$ cat src/rtl/ts_stream_switch.sv
// Transport-stream channel switch: forwards one of NUM_CH byte streams and
// changes channel only on packet boundaries (manual select or auto failover).
module ts_stream_switch #(
  parameter int NUM_CH  = 4,
  parameter int DATA_W  = 8,
  parameter int PKT_LEN = 188,
  parameter int SEL_W   = 2
) (
  input  logic                     clk,
  input  logic                     rst_n,
  input  logic [NUM_CH-1:0]        valid_in,
  input  logic [NUM_CH-1:0]        sync_in,
  input  logic [NUM_CH*DATA_W-1:0] data_in,
  input  logic [SEL_W-1:0]         sel_req,
  input  logic                     sel_req_vld,
  input  logic                     auto_en,
  input  logic [NUM_CH-1:0]        ch_ok,
  output logic                     valid_out,
  output logic                     sync_out,
  output logic [DATA_W-1:0]        data_out,
  output logic [SEL_W-1:0]         active_ch,
  output logic                     switch_done,
  output logic                     sel_err
);

  localparam int CNT_W = (PKT_LEN > 1) ? $clog2(PKT_LEN) : 1;
  localparam logic [CNT_W-1:0] LAST = CNT_W'(PKT_LEN - 1);

  typedef enum logic [1:0] {ALIGN, PASS, DRAIN} state_t;

  state_t             state_q;
  logic               valid_q, sync_q, done_q, err_q, chg_q;
  logic [DATA_W-1:0]  data_q;
  logic [SEL_W-1:0]   active_q, pend_q;
  logic [CNT_W-1:0]   cnt_q;

  logic               a_vld, a_sync, a_ok;
  logic [DATA_W-1:0]  a_data;
  logic               req_in_rng, req_new, req_bad;
  logic               fo_found, fo_go;
  logic [SEL_W-1:0]   fo_ch, pend_d;
  logic [CNT_W-1:0]   cnt_d;

  // Active-channel lane mux
  always_comb begin
    a_vld  = 1'b0;
    a_sync = 1'b0;
    a_ok   = 1'b0;
    a_data = '0;
    for (int i = 0; i < NUM_CH; i++) begin
      if (active_q == SEL_W'(i)) begin
        a_vld  = valid_in[i];
        a_sync = sync_in[i];
        a_ok   = ch_ok[i];
        a_data = data_in[i*DATA_W +: DATA_W];
      end
    end
  end

  // Failover target: first healthy channel above active_ch, wrapping
  always_comb begin
    fo_found = 1'b0;
    fo_ch    = '0;
    for (int k = 1; k < NUM_CH; k++) begin
      for (int i = 0; i < NUM_CH; i++) begin
        if (!fo_found && ch_ok[i] && ((int'(active_q) + k) % NUM_CH) == i) begin
          fo_found = 1'b1;
          fo_ch    = SEL_W'(i);
        end
      end
    end
  end

  always_comb begin
    req_in_rng = sel_req_vld && (int'(sel_req) < NUM_CH);
    req_bad    = sel_req_vld && !req_in_rng;
    req_new    = req_in_rng && (sel_req != active_q);
    fo_go      = auto_en && !a_ok && fo_found;
    pend_d     = req_new ? sel_req : pend_q;
    cnt_d      = (a_sync || cnt_q == LAST) ? '0 : cnt_q + CNT_W'(1);
  end

  always_ff @(posedge clk or negedge rst_n) begin
    if (!rst_n) begin
      state_q  <= ALIGN;
      valid_q  <= 1'b0;
      sync_q   <= 1'b0;
      data_q   <= '0;
      done_q   <= 1'b0;
      err_q    <= 1'b0;
      chg_q    <= 1'b0;
      active_q <= '0;
      pend_q   <= '0;
      cnt_q    <= '0;
    end else begin
      valid_q <= 1'b0;
      sync_q  <= 1'b0;
      data_q  <= '0;
      done_q  <= 1'b0;
      err_q   <= req_bad;
      case (state_q)
        ALIGN: begin
          // Nothing is in flight, so a new target takes effect at once
          if (req_new) begin
            active_q <= sel_req;
            pend_q   <= sel_req;
            chg_q    <= 1'b1;
          end else if (fo_go) begin
            active_q <= fo_ch;
            pend_q   <= fo_ch;
            chg_q    <= 1'b1;
          end else if (a_vld && a_sync) begin
            valid_q <= 1'b1;
            sync_q  <= 1'b1;
            data_q  <= a_data;
            cnt_q   <= '0;
            done_q  <= chg_q;
            chg_q   <= 1'b0;
            state_q <= PASS;
          end
        end
        PASS: begin
          if (a_vld) begin
            valid_q <= 1'b1;
            sync_q  <= a_sync;
            data_q  <= a_data;
            cnt_q   <= cnt_d;
          end
          if (req_new) begin
            pend_q  <= sel_req;
            state_q <= DRAIN;
          end else if (fo_go) begin
            pend_q  <= fo_ch;
            state_q <= DRAIN;
          end
        end
        DRAIN: begin
          pend_q <= pend_d;
          // A sync on the old channel closes the packet early and is dropped
          if (a_vld && a_sync) begin
            active_q <= pend_d;
            chg_q    <= 1'b1;
            cnt_q    <= '0;
            state_q  <= ALIGN;
          end else if (a_vld) begin
            valid_q <= 1'b1;
            data_q  <= a_data;
            cnt_q   <= cnt_d;
            if (cnt_d == LAST) begin
              active_q <= pend_d;
              chg_q    <= 1'b1;
              cnt_q    <= '0;
              state_q  <= ALIGN;
            end
          end
        end
        default: state_q <= ALIGN;
      endcase
    end
  end

  assign valid_out   = valid_q;
  assign sync_out    = sync_q;
  assign data_out    = data_q;
  assign active_ch   = active_q;
  assign switch_done = done_q;
  assign sel_err     = err_q;

endmodule

$ cat config.mk
export PLATFORM = sky130hd
export DESIGN_NAME = ts_stream_switch
export DESIGN_NICKNAME = d
export VERILOG_FILES = /design/src/rtl/ts_stream_switch.sv
export SDC_FILE = /design/constraint.sdc
export NUM_CORES = 1
export LEC_CHECK = 0
export CAP_MARGIN = 15
export CELL_PAD_IN_SITES_DETAIL_PLACEMENT = 1
export CELL_PAD_IN_SITES_GLOBAL_PLACEMENT = 1
export CORE_ASPECT_RATIO = 0.8
export CORE_MARGIN = 5
export CORE_UTILIZATION = 37
export DETAILED_ROUTE_END_ITERATION = 10
export GPL_ROUTABILITY_DRIVEN = 0
export PLACE_DENSITY = 0.94
export SYNTH_ARGS = -nofsm -noshare
export SYNTH_HDL_FRONTEND = slang
export SYNTH_SLANG_ARGS = --single-unit
$ cat constraint.sdc
create_clock -name clk -period 4.6 [get_ports clk]
set_input_delay 0.92 -clock clk [delete_from_list [all_inputs] [get_ports clk]]
set_output_delay 0.92 -clock clk [all_outputs]
set_load 0.05 [all_outputs]
==> metrics.yaml <==
status:
  status: "completed"
final_layout:
  n_antenna_cell: 0
  layout-drive-gt1-share_pct: 12.5
  syn_to_final_growth_pct: 37.3
  nets: 305
  register_area_um2: 651
  fill_cells: 568
  stdcell_count: 310
  multi_input_area_um2: 1170
global_routing:
  grt.total_usage_pct: 16.8
  antenna_found_initial: 0
  grt_pass1_wl_um: 9060
  grt_pass1_vias: 1770
  grt_max_degree: 27
  grt-ovfl-total: 0
critical_path:
  cp_top_family: "flip-flops"
  worstPathRequired_ns: 3.68
  rrSetupSlack_ns: 1.53
  critPathSlowestCell: "dfrtp_1"
  critPathMaxFanout: 24
  endpoint_kind: "output port"
  critical_path_buf_inv_count: 1
  worstPathArrival_ns: 2.31
  critPathMaxStageDelay_ns: 1.06
  worstSetupPathType: "reg2out"
  start_kind: "flop"
  crit_chain: "clkdlybuf4s50_1"
power:
  seqPwrFrac_pct: 28.3
  powerDensity_nw_per_um2: 553
  switching_power_w: 0.000680
  combPwrFrac_pct: 61.3
  p_leak_nw: 1.06
  ir_drop_mv: 0.356
  p_clk_share_pct: 10.5
  power_switching_share_pct: 46.8
  p_int_w: 0.000772
logic_synthesis:
  synthArstFlopShare_pct: 100
  synth_seq_cells: 26
  ys_warn_count: 0
  syn-cell-area_um2: 1910
  synth.most_common_cell: "dfrtp_1"
  synthTopCellsByCount: "26 x dfrtp_1, 21 x nand2_1, 11 x inv_1, 11 x mux4_2"
  synth_flop_cell: "dfrtp_1"
  ys_types: 53
  synth_top_cell_area_share_pct: 34.1
  synthCells: 190
  yosysSeqAreaShare_pct: 34.1
  avgSynthCellArea_um2: 10.1
  netlist_top_cells_area: "dfrtp_1 34%, mux4_2 13%, nand2_1 4.1%, ha_1 3.9%, mux2i_1 3.7%"
  syn_nets: 246
  synth-edff-count: 0
  yosysTopAreaCell: "dfrtp_1"
floorplan:
  coreArea_um2: 5010
  design.portCount: 64
  fp.dieH_um: 74.3
  start_util_pct: 38.2
  die_area_um2: 6710
  rows: 23
  die_x_um: 90.3
clocking:
  cts_sinks: 26
  ctsResizeCount: 0
  cts_root_buffer: "clkbuf_8"
  post_cts_buffers: 0
  cts_tree: "built"
  cts_buffers: 3
  htreeDepth: 1
  cts_hold_buffers: 0
  clockBufferDepth: 2
  path_clk_slew_ns: 0.09
  clock_latency_ns: 0.27
worst_hold_path:
  hold_class: "reg2reg"
place:
  placed_cells: 306
  place_hpwl_um: 4550
  io_buffers: 62
timing:
  rsz0062_at_grt: "no"
  skew_ns: 0.00260
  period_needed_ns: 3.23
  relSlewSlack_pct: 28.4
  setup_tns_ns: 0
  hold_viol_final: 0
  period_share_pct: 70.2
  clock.fmax_mhz: 310
  tightest_slew_ns: 1.07
  slew_violations: 0
  setup_viol: 0
detailed_routing:
  first_pass_iters: 4
  drtAntennaViolNets: 0
  drtIter0Drc: 81
  post_drt_wl_per_cell_um: 18.2
  routed-via-count: 1696
  viasPerCell: 5.47
  wirelength_um: 5650
  drc: 0
job:
  maxCapViolations: 0
[layer usage]
layer / track usage (%) / wire length (um) / vias up
met5: 0 / 0 / -
met4: 2.48 / 21 / 0
met3: 3.24 / 230 / 2
met2: 30.9 / 3040 / 34
met1: 21.1 / 2360 / 850
li1: - / - / 810
[stage by stage]
step           cell area [um2]  setup WS, ns  hold WS [ns]  total power, W  utilization (%)
2_1_floorplan             1910          1.93         0.465         0.00105                -
3_3_place_gp              2570          1.41         0.490         0.00127             51.3
3_5_place_dp              2570          1.33         0.519         0.00130             51.3
4_1_cts                   2620          1.31         0.534         0.00146             52.4
5_1_grt                   2620          1.22         0.567         0.00155             52.4
6_report                  2620          1.37         0.526         0.00145             52.4
[power groups by stage]
stage	Sequential [W]	Combinational, W	Clock (W)
2_1_floorplan	0.000490	0.000562	0
3_3_place_gp	0.000409	0.000861	0
3_5_place_dp	0.000419	0.000886	0
4_1_cts	0.000414	0.000895	0.000154
5_1_grt	0.000426	0.000954	0.000166
6_report	0.000410	0.000889	0.000152
[kinds of logic after synthesis]
kind of cell    synth area share [%]
fa+ha+maj                       3.93
mux                             19.2
simple gates                    18.7
buf+inv                         4.85
compound gates                  17.3
other cells                    0.196
xor+xnor                        1.83
flops                           34.1
[cell type report]
type	instances	share of cell area, %
tap	62	2.96
clock buffer	4	2.10
timing repair buffer	63	23.9
sequential	26	24.8
multi-input combinational	143	44.5
inverter	12	1.72
[placed cells by master (no fill, tap or decap), types with 2 or more instances in the layout]
| cell | instances |
|---|---|
| dfrtp_1 | 26 |
| clkbuf_8 | 4 |
| or2_2 | 2 |
| nand2_1 | 21 |
| ha_1 | 6 |
| a31oi_1 | 2 |
| and3_1 | 3 |
| xor2_1 | 3 |
| o21ai_2 | 2 |
| mux2_2 | 3 |
| nand3_1 | 6 |
| o211ai_1 | 2 |
| mux2i_1 | 7 |
| o21ai_0 | 6 |
| o21ai_1 | 4 |
| nor2_1 | 10 |
| a211oi_2 | 2 |
| and3b_1 | 2 |
| o31ai_1 | 3 |
| o41ai_1 | 2 |
| o31a_1 | 2 |
| mux4_2 | 11 |
| nor2b_1 | 10 |
| a21oi_1 | 10 |
| clkdlybuf4s50_1 | 62 |
| inv_1 | 11 |
[final timing paths]
path | start | to | cells past startpoint
min | pend_q[1] | pend_q[1] | 2
min in group asynchronous | rst_n | cnt_q[6] | 2
max in group asynchronous | rst_n | state_q[1] | 2
max | active_ch[0] | active_ch[0] | 1
max reg2reg | active_ch[1] | active_ch[0] | 5
min reg2reg | pend_q[1] | pend_q[1] | 2
[sequential cells by signal, summed over array words and instances (netlist names)]
signal,count
active_ch,2
pend_q,2
valid_out,1
data_out,8
sync_out,1
switch_done,1
chg_q,1
state_q,2
cnt_q,8
Power figures use the tool's default switching activity.
